File: src/rtl/rifl_pkg.sv
// Shared constants for the RIFL TX path: 64b/66b sync headers, scrambler
// polynomial taps and seed, and the GT gearbox sequence range.
package rifl_pkg;

    localparam logic [1:0] SYNC_CTRL  = 2'b10;
    localparam logic [1:0] SYNC_DATA  = 2'b01;

    localparam int SCR_WIDTH  = 58;
    localparam int SCR_TAP_A  = 38;
    localparam int SCR_TAP_B  = 57;
    localparam int GB_SEQ_MAX = 32;

    localparam logic [SCR_WIDTH-1:0] SCR_INIT = 58'h3FF_FFFF_FFFF_FFFF;

endpackage

File: src/rtl/tx_scrambler_gb_if.sv
// Beat interface between the TX width converter, the scrambler/gearbox
// stage and the GT external gearbox.
interface tx_scrambler_gb_if #(parameter int DWIDTH = 64);

    logic [DWIDTH-1:0] din;
    logic              sof_in;
    logic              pause_out;
    logic [DWIDTH-1:0] gt_data;
    logic [1:0]        gt_header;
    logic              gt_header_valid;
    logic [6:0]        gt_sequence;

    modport master (
        output din, sof_in,
        input  pause_out, gt_data, gt_header, gt_header_valid, gt_sequence
    );

    modport slave (
        input  din, sof_in,
        output pause_out, gt_data, gt_header, gt_header_valid, gt_sequence
    );

endinterface

File: src/rtl/rifl_scrambler.sv
// Self-synchronous x^58+x^39+1 scrambler, bit-serial LSB-first per beat.
// dout is combinational; the state only advances when en is high.
module rifl_scrambler
    import rifl_pkg::*;
#(
    parameter int DWIDTH = 64
) (
    input  logic              clk,
    input  logic              rst,
    input  logic              en,
    input  logic [DWIDTH-1:0] din,
    output logic [DWIDTH-1:0] dout
);

    logic [SCR_WIDTH-1:0] state;
    logic [SCR_WIDTH-1:0] state_nxt;

    // Unrolled serial walk: each scrambled bit is fed back before the next one.
    always_comb begin
        logic fb;
        state_nxt = state;
        dout      = '0;
        fb        = 1'b0;
        for (int i = 0; i < DWIDTH; i++) begin
            fb        = din[i] ^ state_nxt[SCR_TAP_A] ^ state_nxt[SCR_TAP_B];
            dout[i]   = fb;
            state_nxt = {state_nxt[SCR_WIDTH-2:0], fb};
        end
    end

    always_ff @(posedge clk) begin
        if (rst)
            state <= SCR_INIT;
        else if (en)
            state <= state_nxt;
    end

endmodule

File: src/rtl/tx_scrambler_gb.sv
// TX scrambler plus GT external-gearbox sequencing: sync header insertion,
// 0..32 sequence counter and the one-block pause at sequence 32.
module tx_scrambler_gb
    import rifl_pkg::*;
#(
    parameter int DWIDTH      = 64,   // 32 or 64
    parameter int SCRAMBLE_EN = 1
) (
    input  logic             clk,
    input  logic             rst,
    tx_scrambler_gb_if.slave bus
);

    // 32-bit datapath carries one 66-bit block over two cycles.
    localparam bit HALF = (DWIDTH == 32);

    logic [5:0]        seq;
    logic              ph;
    logic              pause;
    logic              consume;
    logic [DWIDTH-1:0] scr_data;

    logic [DWIDTH-1:0] data_q;
    logic [1:0]        hdr_q;
    logic              hdr_vld_q;
    logic [6:0]        seq_q;

    assign pause   = (seq == 6'(GB_SEQ_MAX));
    assign consume = !pause;

    generate
        if (SCRAMBLE_EN != 0) begin : g_scr
            rifl_scrambler #(.DWIDTH(DWIDTH)) u_scr (
                .clk  (clk),
                .rst  (rst),
                .en   (consume),
                .din  (bus.din),
                .dout (scr_data)
            );
        end else begin : g_byp
            assign scr_data = bus.din;
        end
    endgenerate

    // For 64-bit ph stays 0 and seq steps every cycle.
    always_ff @(posedge clk) begin
        if (rst) begin
            seq <= '0;
            ph  <= 1'b0;
        end else if (!HALF || ph) begin
            seq <= pause ? '0 : seq + 6'd1;
            ph  <= 1'b0;
        end else begin
            ph  <= 1'b1;
        end
    end

    always_ff @(posedge clk) begin
        if (rst) begin
            data_q    <= '0;
            hdr_q     <= 2'b00;
            hdr_vld_q <= 1'b0;
            seq_q     <= '0;
        end else begin
            seq_q     <= {1'b0, seq};
            hdr_vld_q <= consume && !ph;
            if (consume) begin
                data_q <= scr_data;
                if (!ph)
                    hdr_q <= bus.sof_in ? SYNC_CTRL : SYNC_DATA;
            end
        end
    end

    assign bus.pause_out       = pause;
    assign bus.gt_data         = data_q;
    assign bus.gt_header       = hdr_q;
    assign bus.gt_header_valid = hdr_vld_q;
    assign bus.gt_sequence     = seq_q;

endmodule

File: src/flat_wrapper.sv
// flat-port wrapper written by rule: the top's interface ports become plain ports
module tx_scrambler_gb_flat import rifl_pkg::*;
#(
    parameter int DWIDTH      = 64,              
    parameter int SCRAMBLE_EN = 1
)
  (clk, rst, bus_din, bus_sof_in, bus_pause_out, bus_gt_data, bus_gt_header, bus_gt_header_valid, bus_gt_sequence);
  tx_scrambler_gb_if #(.DWIDTH(DWIDTH)) bus_i ();
  input  logic clk;
  input  logic rst;
  input wire logic [$bits(bus_i.din)-1:0] bus_din;
  input wire logic [$bits(bus_i.sof_in)-1:0] bus_sof_in;
  output wire logic [$bits(bus_i.pause_out)-1:0] bus_pause_out;
  output wire logic [$bits(bus_i.gt_data)-1:0] bus_gt_data;
  output wire logic [$bits(bus_i.gt_header)-1:0] bus_gt_header;
  output wire logic [$bits(bus_i.gt_header_valid)-1:0] bus_gt_header_valid;
  output wire logic [$bits(bus_i.gt_sequence)-1:0] bus_gt_sequence;
  assign bus_i.din = bus_din;
  assign bus_i.sof_in = bus_sof_in;
  assign bus_pause_out = bus_i.pause_out;
  assign bus_gt_data = bus_i.gt_data;
  assign bus_gt_header = bus_i.gt_header;
  assign bus_gt_header_valid = bus_i.gt_header_valid;
  assign bus_gt_sequence = bus_i.gt_sequence;
  tx_scrambler_gb #(.DWIDTH(DWIDTH), .SCRAMBLE_EN(SCRAMBLE_EN)) u_core (.clk(clk), .rst(rst), .bus(bus_i));
endmodule
File: config.mk
export PLATFORM = sky130hd
export DESIGN_NAME = tx_scrambler_gb_flat
export DESIGN_NICKNAME = d
export VERILOG_FILES = /design/src/rtl/rifl_pkg.sv /design/src/rtl/tx_scrambler_gb_if.sv /design/src/rtl/rifl_scrambler.sv /design/src/rtl/tx_scrambler_gb.sv /design/src/flat_wrapper.sv
export SDC_FILE = /design/constraint.sdc
export NUM_CORES = 1
export LEC_CHECK = 0
export ABC_CLOCK_PERIOD_IN_PS = 3200
export CORE_UTILIZATION = 45
export DETAILED_ROUTE_END_ITERATION = 16
export PLACE_DENSITY = 0.77
export SYNTH_ARGS = -nofsm -noshare
export SYNTH_HDL_FRONTEND = slang
export SYNTH_SLANG_ARGS = --single-unit
File: constraint.sdc
create_clock -name clk -period 3.2 [get_ports clk]
set_input_delay 0.64 -clock clk [delete_from_list [all_inputs] [get_ports clk]]
set_output_delay 0.64 -clock clk [all_outputs]
set_load 0.02 [all_outputs]
==> run metrics, run 1 <==
P&R area growth vs syn=27.9%; hold path start=u_core.bus.gt_data[32]; hold-critical path depth=2; sequential area share after synthesis=39.1%; clk_lat worst skew=0.42 ns; critical path's largest stage delay=0.61 ns; design area=8960 um2; top post-synthesis cells by area=dfxtp_1 (39%), xor3_1 (13%), nand3_1 (7.8%), xnor2_1 (5.8%), o2111ai_1 (3.0%); Synth Register Bits=137; post-CTS setup buffers=0; chip height=127 um; largest net degree at the start of global routing=149; CTS tree=built; Levels on crit path=6; CTS Sinks=137; list of most frequent post-synthesis cells=dfxtp_1 (137), nand3_1 (109), clkbuf_1 (46), xnor2_1 (46), a21oi_1 (40); Worst path top cell family by delay=buffers and inverters; Synth Instances=686; yosys warns=0; clock buffer depth=2; Switching Fraction=36.0%; CTS H-Tree Depth=4; CP dominant cell by count=inv_1; Pre-antenna DRT Iters=5; Data required, critical path=2.56 ns; r2r startpoint=u_core.seq[0]; Power Dens Cells=1060 nW/um2; cell accounting for the most synthesized area=dfxtp_1; drt drc=0; sw power=0.00341 W; RSZ-0062 raised after global routing=no; FF-to-FF path depth=6; worst setup path start=u_core.seq[0]; hold violation total from the final report=0; clock-pin transition on the worst setup and hold timing paths=0.06 ns; Pleak=3.51 nW; number of enable flip-flop cells after synthesis=0; actual slew at the worst max-slew pin=1.04 ns; DRT iter0 DRCs=657; All-Layer GR Usage=26.1%; Max IR drop VDD=0.538 mV; status=completed; global-route wire length before repair=31.9 mm; cell-internal power=0.00606 W; die area=16100 um2; Remaining Overflow, GRT=0; WP data arrival=2.26 ns; CTS resizes=0; antenna diode count=0; final slew viol count=0; Synth Cell Area=7010 um2; Final Net Count=851; clock share of power=20.1%; row count=45; post-cts hold buffer count=0; Vias per Instance=6.25; Critical Path End Type=output port; layout cells sized above 1=7.17%; kind of critical path=flip-flop to output port; Slowest-stage cell, CP=clkdlybuf4s50_1; Setup violations, final=0; DIE WIDTH=127 um; crit path time final=2.90 ns; Yosys cell types=40; fin crit share=90.7%; post-route ant nets=0; TritonCTS buffer count=17; IO Port Bufs=140; # IOs=142; Worst Clk Skew=0.00629 ns; core area=15200 um2; GPL Wtd Cong=0.876; worst hold-check path type=flip-flop to flip-flop; CP Buf/Inv Count=3; DP Wirelength=14.3 mm; MaxCap Viol Count=0; placed cell areas=8390 um2; Vias=6145; Synth Area per Inst=10.2 um2; Routed WL=21.0 mm; Post-Syn Nets=755; vias in the first global route=5841; Slew headroom=30.9%; crit-path cells=inv_1, ha_1, nor4bb_4, nand2_1, inv_1, clkdlybuf4s50_1; worst-path maximum fanout=4; FFs w/ async S/R, synth=0%; setup TNS=0 ns; Synth top area share=39.1%; crit start category=flip-flop; Achievable Freq=0.345 GHz; Root Driver=clkbuf_16; count leader, synth=dfxtp_1; antenna violations before repair=0; ys flop type=dfxtp_1; Reg power frac=32.8%; wire length per cell=21.3 um; Logic pwr share=47.1%; Initial Utilization=46.1%
==> state kept, by name, indices dropped and copies added, names as in the netlist <==
| register | cells |
|---|---|
| u_core.bus.gt_data | 64 |
| u_core.seq | 6 |
| u_core.g_scr.u_scr.state | 58 |
| u_core.bus.gt_sequence | 6 |
| u_core.bus.gt_header_valid | 1 |
| u_core.bus.gt_header | 2 |
==> metrics by stage <==
step,total power (W),hold WS [ns],cells,worst slack (ns),utilization [%]
floorplan,0.00588,0.451,686,1.22,-
global placement,0.00741,0.460,951,0.769,55.2
detailed placement,0.00753,0.460,951,0.741,55.2
CTS,0.00945,0.468,983,0.280,58.9
global route,0.00988,0.487,983,0.209,58.9
finish,0.00946,0.464,983,0.298,58.9
==> final timing paths <==
path | to | slack [ns]
worst min register to register | u_core.bus.gt_data[32] | 0.46
worst max-delay path | bus_pause_out | 0.30
worst max register to register | u_core.bus.gt_data[45] | 0.97
worst min-delay path | u_core.bus.gt_data[32] | 0.46
==> logic make-up after synthesis <==
logic type	synth area share, %
AND/OR/NAND/NOR	13.7
adder cells (fa/ha/maj)	0.357
flip-flops	39.1
XOR/XNOR	22.2
buffers and inverters	5.52
AO/OA/AOI/OAI	19.1
other	0.0535
==> layer usage <==
layer | global-route usage, % | vias up | part of all wire, %
li1 | - | 2776 | -
met1 | 33.2 | 3003 | 41
met2 | 42.3 | 314 | 48
met3 | 5.27 | 52 | 8.0
met4 | 13.4 | 0 | 3.7
met5 | 0 | - | 0
==> power by group through the flow <==
stage | logic, W | registers [W] | clock network (W)
floorplan | 0.00255 | 0.00333 | 0
global placement | 0.00433 | 0.00309 | 0
detailed placement | 0.00441 | 0.00312 | 0
CTS | 0.00445 | 0.00309 | 0.00192
global route | 0.00472 | 0.00316 | 0.00200
finish | 0.00445 | 0.00311 | 0.00190
==> worst reg2reg max path, delay by kind of cell, from the launching register on <==
family / cells / cell delay [ns]
DFF: 1 / 0.34
AOI/OAI and AO/OA: 1 / 0.48
buffers and inverters: 2 / 0.50
adders and majority gates: 1 / 0.20
and+or+nand+nor: 2 / 0.59
==> placed cells by master (no fill, tap or decap), types with 19 or more instances in the layout <==
cell type        instances
nand4_1                 19
a21oi_1                 40
nand3_1                109
dfxtp_1                136
nand3b_1                24
clkdlybuf4s50_1        139
xnor2_1                 46
a21o_1                  19
o21ai_0                 36
o2111ai_1               24
xor3_1                  39
a2111oi_0               19
==> area by class of cell <==
type | instances | area, um2
clock buffers | 25 | 475
clock inverters | 7 | 92.6
fillers | 1242 | 6240
inverters | 5 | 21.3
multi-input cells | 471 | 3900
flip-flops and latches | 137 | 2740
well taps | 188 | 235
repair buffers | 150 | 1500
No activity file was read; power rests on OpenSTA's default activity.
==> run 2, diff against run 1 <==
- CORE_UTILIZATION: 45 -> 33
- PLACE_DENSITY: 0.77 -> 0.61
==> run metrics, run 2 (synthesis results as in run 1) <==
Setup violations, final=0 (unchanged); placed cell areas=8500 um2 (was 8390 um2); most frequent cells in the layout=clkdlybuf4s50_1 (139), dfxtp_1 (136), nand3_1 (109) (unchanged); clock buffer depth=2 (unchanged); crit start category=flip-flop (unchanged); Worst Clk Skew=0.00835 ns (was 0.00629 ns); status=completed (unchanged); fin crit share=90.5% (was 90.7%); critical path's largest stage delay=0.62 ns (was 0.61 ns); row count=52 (was 45); Pre-antenna DRT Iters=6 (was 5); Initial Utilization=34.2% (was 46.1%); Switching Fraction=35.6% (was 36.0%); IO Port Bufs=140 (unchanged); hold path start=u_core.bus.gt_data[26] (was u_core.bus.gt_data[32]); final slew viol count=0 (unchanged); Worst Hold Path EP=u_core.bus.gt_data[26] (was u_core.bus.gt_data[32]); DRT iter0 DRCs=486 (was 657); RSZ-0062 raised after global routing=no (unchanged); antenna violations before repair=0 (unchanged); FF-to-FF path depth=6 (unchanged); Reg power frac=32.0% (was 32.8%); DP Wirelength=15.0 mm (was 14.3 mm); Max IR drop VDD=0.420 mV (was 0.538 mV); worst-path maximum fanout=4 (unchanged); WP data arrival=2.26 ns (about the same); wire length per cell=20.6 um (was 21.3 um); CP dominant cell by count=inv_1 (unchanged); largest net degree at the start of global routing=149 (unchanged); Routed WL=22.0 mm (was 21.0 mm); Vias=5799 (was 6145); TritonCTS buffer count=17 (unchanged); crit-path cells=inv_1, ha_1, nor4bb_4, nand2_1, inv_1, clkdlybuf4s50_1 (unchanged); global-route wire length before repair=33.3 mm (was 31.9 mm); Cells after DPL=1034 (was 951); crit path time final=2.90 ns (about the same); P&R area growth vs syn=30.5% (was 27.9%); Logic pwr share=46.0% (was 47.1%); Critical Path End Type=output port (unchanged); chip height=148 um (was 127 um); Pleak=3.55 nW (was 3.51 nW); sw power=0.00345 W (was 0.00341 W); setup TNS=0 ns (unchanged); Final Net Count=852 (was 851); post-cts hold buffer count=0 (unchanged); hold violation total from the final report=0 (unchanged); hold-critical path depth=2 (unchanged); GPL Wtd Cong=0.814 (was 0.876); r2r startpoint=u_core.seq[0] (unchanged); Remaining Overflow, GRT=0 (unchanged); DIE WIDTH=148 um (was 127 um); MaxCap Viol Count=0 (unchanged); post-CTS setup buffers=0 (unchanged); cell-internal power=0.00624 W (was 0.00606 W); vias in the first global route=5504 (was 5841); capture point of the worst reg-to-reg path=u_core.bus.gt_data[63] (was u_core.bus.gt_data[45]); kind of critical path=flip-flop to output port (unchanged); core area=20500 um2 (was 15200 um2); commonest non-fill, non-tap cell in the layout=clkdlybuf4s50_1 (unchanged); Power Dens Cells=1060 nW/um2 (about the same); layout cells sized above 1=7.91% (was 7.17%); CTS H-Tree Depth=4 (unchanged); Slowest-stage cell, CP=clkdlybuf4s50_1 (unchanged); max reg flops=64 (unchanged); Slew headroom=48.3% (was 30.9%); design area=9140 um2 (was 8960 um2); Data required, critical path=2.56 ns (about the same); antenna diode count=0 (unchanged); die area=21800 um2 (was 16100 um2); actual slew at the worst max-slew pin=0.776 ns (was 1.04 ns); final non-filler cell total=1066 (was 983); Achievable Freq=0.345 GHz (about the same); worst hold-check path type=flip-flop to flip-flop (unchanged); clock-pin transition on the worst setup and hold timing paths=0.06 ns (about the same); CTS resizes=0 (unchanged); clock share of power=22.0% (was 20.1%); drt drc=0 (unchanged); CTS Sinks=137 (unchanged); Vias per Instance=5.44 (was 6.25); CTS tree=built (unchanged); Root Driver=clkbuf_16 (unchanged); All-Layer GR Usage=20.4% (was 26.1%); # IOs=142 (unchanged); worst reg2reg setup slack=1.02 ns (was 0.97 ns); fin util=44.6% (was 58.9%); clk_lat worst skew=0.42 ns (about the same); post-route ant nets=0 (unchanged)
==> run 2: cell types whose count changed in the layout (fill, tap and decap cells not counted) <==
cell / before / now
clkbuf_1: 6 / 1
bufinv_16: 2 / 4
buf_4: 8 / 9
clkbuf_8: 2 / 3
clkinv_4: 0 / 1
clkinvlp_4: 3 / 4
==> run 2: worst max path at each step <==
stage             startpoint       endpoint  slack [ns]  cells after the start
6_report       u_core.seq[0]  bus_pause_out        0.30                      6
5_1_grt        u_core.seq[0]  bus_pause_out        0.17                      6
4_1_cts        u_core.seq[0]  bus_pause_out        0.27                      6
3_5_place_dp   u_core.seq[0]  bus_pause_out        0.73                      6
3_3_place_gp   u_core.seq[0]  bus_pause_out        0.74                      6
2_1_floorplan  u_core.seq[0]  bus_pause_out        1.22                      7
==> run 2: per-stage QoR <==
stage	total power, W	hold slack (ns)	worst slack (ns)
5_1_grt	0.0102	0.485	0.167
6_report	0.00969	0.465	0.304
3_5_place_dp	0.00760	0.458	0.734
3_3_place_gp	0.00757	0.455	0.743
4_1_cts	0.00975	0.466	0.274
2_1_floorplan	0.00588	0.451	1.22
==> run 2: power by group through the flow <==
stage	logic (W)	registers [W]	clock network (W)
after global placement	0.00444	0.00313	0
after floorplan	0.00255	0.00333	0
after global routing	0.00475	0.00317	0.00223
after detailed placement	0.00447	0.00313	0
after CTS	0.00449	0.00311	0.00215
final	0.00446	0.00310	0.00213
==> run 2: area by class of cell <==
class | instances | area, um2
timing repair buffer | 151 | 1500
tap | 270 | 338
clock inverter | 11 | 169
fill | 1980 | 11400
multi-input combinational | 471 | 3900
clock buffer | 21 | 470
inverter | 5 | 21.3
sequential | 137 | 2740
==> run 2: worst max-delay path, delay by kind of cell (launching register included) <==
| kind | cells | cell delay [ns] |
|---|---|---|
| DFF | 1 | 0.34 |
| adders and majority gates | 1 | 0.18 |
| buffers and inverters | 3 | 0.83 |
| and+or+nand+nor | 2 | 0.49 |
==> run 2: metal layers <==
metal,vias to the layer above,wire (um),GRT usage (%)
li1,2777,-,-
met3,14,1260,3.92
met5,-,0,0
met4,0,272,6.13
met1,2844,9820,27.7
met2,164,10700,32.8
==> run 3, diff against run 2 <==
- CELL_PAD_IN_SITES_DETAIL_PLACEMENT: unset -> 0
- CELL_PAD_IN_SITES_GLOBAL_PLACEMENT: unset -> 1
- PLACE_DENSITY: 0.61 -> 0.74
==> run metrics, run 3 (synthesis results as in run 1) <==
CTS tree=built (unchanged); FF-to-FF path depth=6 (unchanged); row count=52 (unchanged); status=completed (unchanged); vias in the first global route=5691 (was 5504); worst reg2reg setup slack=0.99 ns (was 1.02 ns); All-Layer GR Usage=20.8% (was 20.4%); antenna violations before repair=0 (unchanged); final non-filler cell total=1070 (was 1066); max reg flops=64 (unchanged); kind of critical path=flip-flop to output port (unchanged); antenna diode count=0 (unchanged); Max IR drop VDD=0.484 mV (was 0.420 mV); Vias per Instance=5.51 (was 5.44); global-route wire length before repair=34.2 mm (was 33.3 mm); setup TNS=0 ns (unchanged); RSZ-0062 raised after global routing=no (unchanged); r2r startpoint=u_core.seq[0] (unchanged); Cells after DPL=1038 (was 1034); DP Wirelength=15.1 mm (was 15.0 mm); DRT iter0 DRCs=490 (was 486); wire length per cell=20.8 um (was 20.6 um); actual slew at the worst max-slew pin=0.946 ns (was 0.776 ns); crit path time final=2.88 ns (was 2.90 ns); Worst Clk Skew=0.00623 ns (was 0.00835 ns); drt drc=0 (unchanged); Final Net Count=856 (was 852); Initial Utilization=34.2% (unchanged); Achievable Freq=0.348 GHz (was 0.345 GHz); capture point of the worst reg-to-reg path=u_core.bus.gt_data[63] (unchanged); DIE WIDTH=148 um (unchanged); CTS resizes=0 (unchanged); Worst Hold Path EP=u_core.bus.gt_data[0] (was u_core.bus.gt_data[26]); most frequent cells in the layout=clkdlybuf4s50_1 (139), dfxtp_1 (136), nand3_1 (109) (unchanged); crit start category=flip-flop (unchanged); CTS Sinks=137 (unchanged); Min Hold Slack=0.463 ns (was 0.465 ns); hold violation total from the final report=0 (unchanged); Pleak=3.59 nW (was 3.55 nW); Setup violations, final=0 (unchanged); chip height=148 um (unchanged); commonest non-fill, non-tap cell in the layout=clkdlybuf4s50_1 (unchanged); TritonCTS buffer count=17 (unchanged); # IOs=142 (unchanged); layout cells sized above 1=8.50% (was 7.91%); Critical Path End Type=output port (unchanged); Vias=5897 (was 5799); Pre-antenna DRT Iters=7 (was 6); core area=20500 um2 (unchanged); hold-critical path depth=2 (unchanged); Power Dens Cells=1070 nW/um2 (was 1060 nW/um2); GPL Wtd Cong=0.762 (was 0.814); fin crit share=89.9% (was 90.5%); clock buffer depth=2 (unchanged); clk_lat worst skew=0.42 ns (about the same); final slew viol count=0 (unchanged); WP data arrival=2.24 ns (was 2.26 ns); Remaining Overflow, GRT=0 (unchanged); Slew headroom=36.9% (was 48.3%); clock-pin transition on the worst setup and hold timing paths=0.06 ns (about the same); CTS H-Tree Depth=4 (unchanged); die area=21800 um2 (unchanged); Routed WL=22.2 mm (was 22.0 mm); worst hold-check path type=flip-flop to flip-flop (unchanged); fin util=44.8% (was 44.6%); hold path start=u_core.bus.gt_data[0] (was u_core.bus.gt_data[26]); Data required, critical path=2.56 ns (about the same); largest net degree at the start of global routing=149 (unchanged); worst-path maximum fanout=4 (unchanged); post-route ant nets=0 (unchanged); MaxCap Viol Count=0 (unchanged); layout filler cell count=1959 (was 1980); post-cts hold buffer count=0 (unchanged); IO Port Bufs=140 (unchanged); Total Power=0.00982 W (was 0.00969 W); Root Driver=clkbuf_16 (unchanged); post-CTS setup buffers=0 (unchanged); P&R area growth vs syn=31.2% (was 30.5%)
run 3: where the power goes:
part | switching, W | internal [W]
registers | 0.000658 | 0.00243
logic | 0.00206 | 0.00248
clock network | 0.000789 | 0.00141
total | 0.00350 | 0.00631
run 3: critical path, cell delays in order, from the launching register on:
cell and delay (ns):
dfxtp_1 0.33, inv_1 0.08, ha_1 0.19, nor4bb_4 0.38, nand2_1 0.11, inv_1 0.11
clkdlybuf4s50_1 0.61
run 3: per-stage QoR:
step / setup WS (ns) / cell area [um2]
2_1_floorplan: 1.22 / 7010
3_3_place_gp: 0.770 / 8530
3_5_place_dp: 0.753 / 8530
4_1_cts: 0.282 / 9190
5_1_grt: 0.164 / 9190
6_report: 0.324 / 9190
run 3: area by class of cell:
type / count / area, um2 / share of cell area, %
repair buffers: 155 / 1530 / 16.7
multi-input cells: 471 / 3900 / 42.4
flip-flops and latches: 137 / 2740 / 29.9
inverters: 5 / 21.3 / 0.231
clock buffers: 18 / 439 / 4.78
clock inverters: 14 / 218 / 2.37
well taps: 270 / 338 / 3.68
run 3: metal layers:
| metal | wire length [um] | vias to the layer above | GRT usage, % |
|---|---|---|---|
| met2 | 10500 | 205 | 32.6 |
| met4 | 364 | 0 | 6.29 |
| met3 | 1230 | 22 | 3.89 |
| met5 | 0 | - | 0 |
| li1 | - | 2788 | - |
| met1 | 10200 | 2882 | 29.1 |
run 3: worst max-delay path by stage:
stage / from / to / slack [ns] / depth (start not counted)
3_5_place_dp: u_core.seq[0] / bus_pause_out / 0.75 / 6
3_3_place_gp: u_core.seq[0] / bus_pause_out / 0.77 / 6
2_1_floorplan: u_core.seq[0] / bus_pause_out / 1.22 / 7
4_1_cts: u_core.seq[0] / bus_pause_out / 0.28 / 6
5_1_grt: u_core.seq[0] / bus_pause_out / 0.16 / 6
6_report: u_core.seq[0] / bus_pause_out / 0.32 / 6
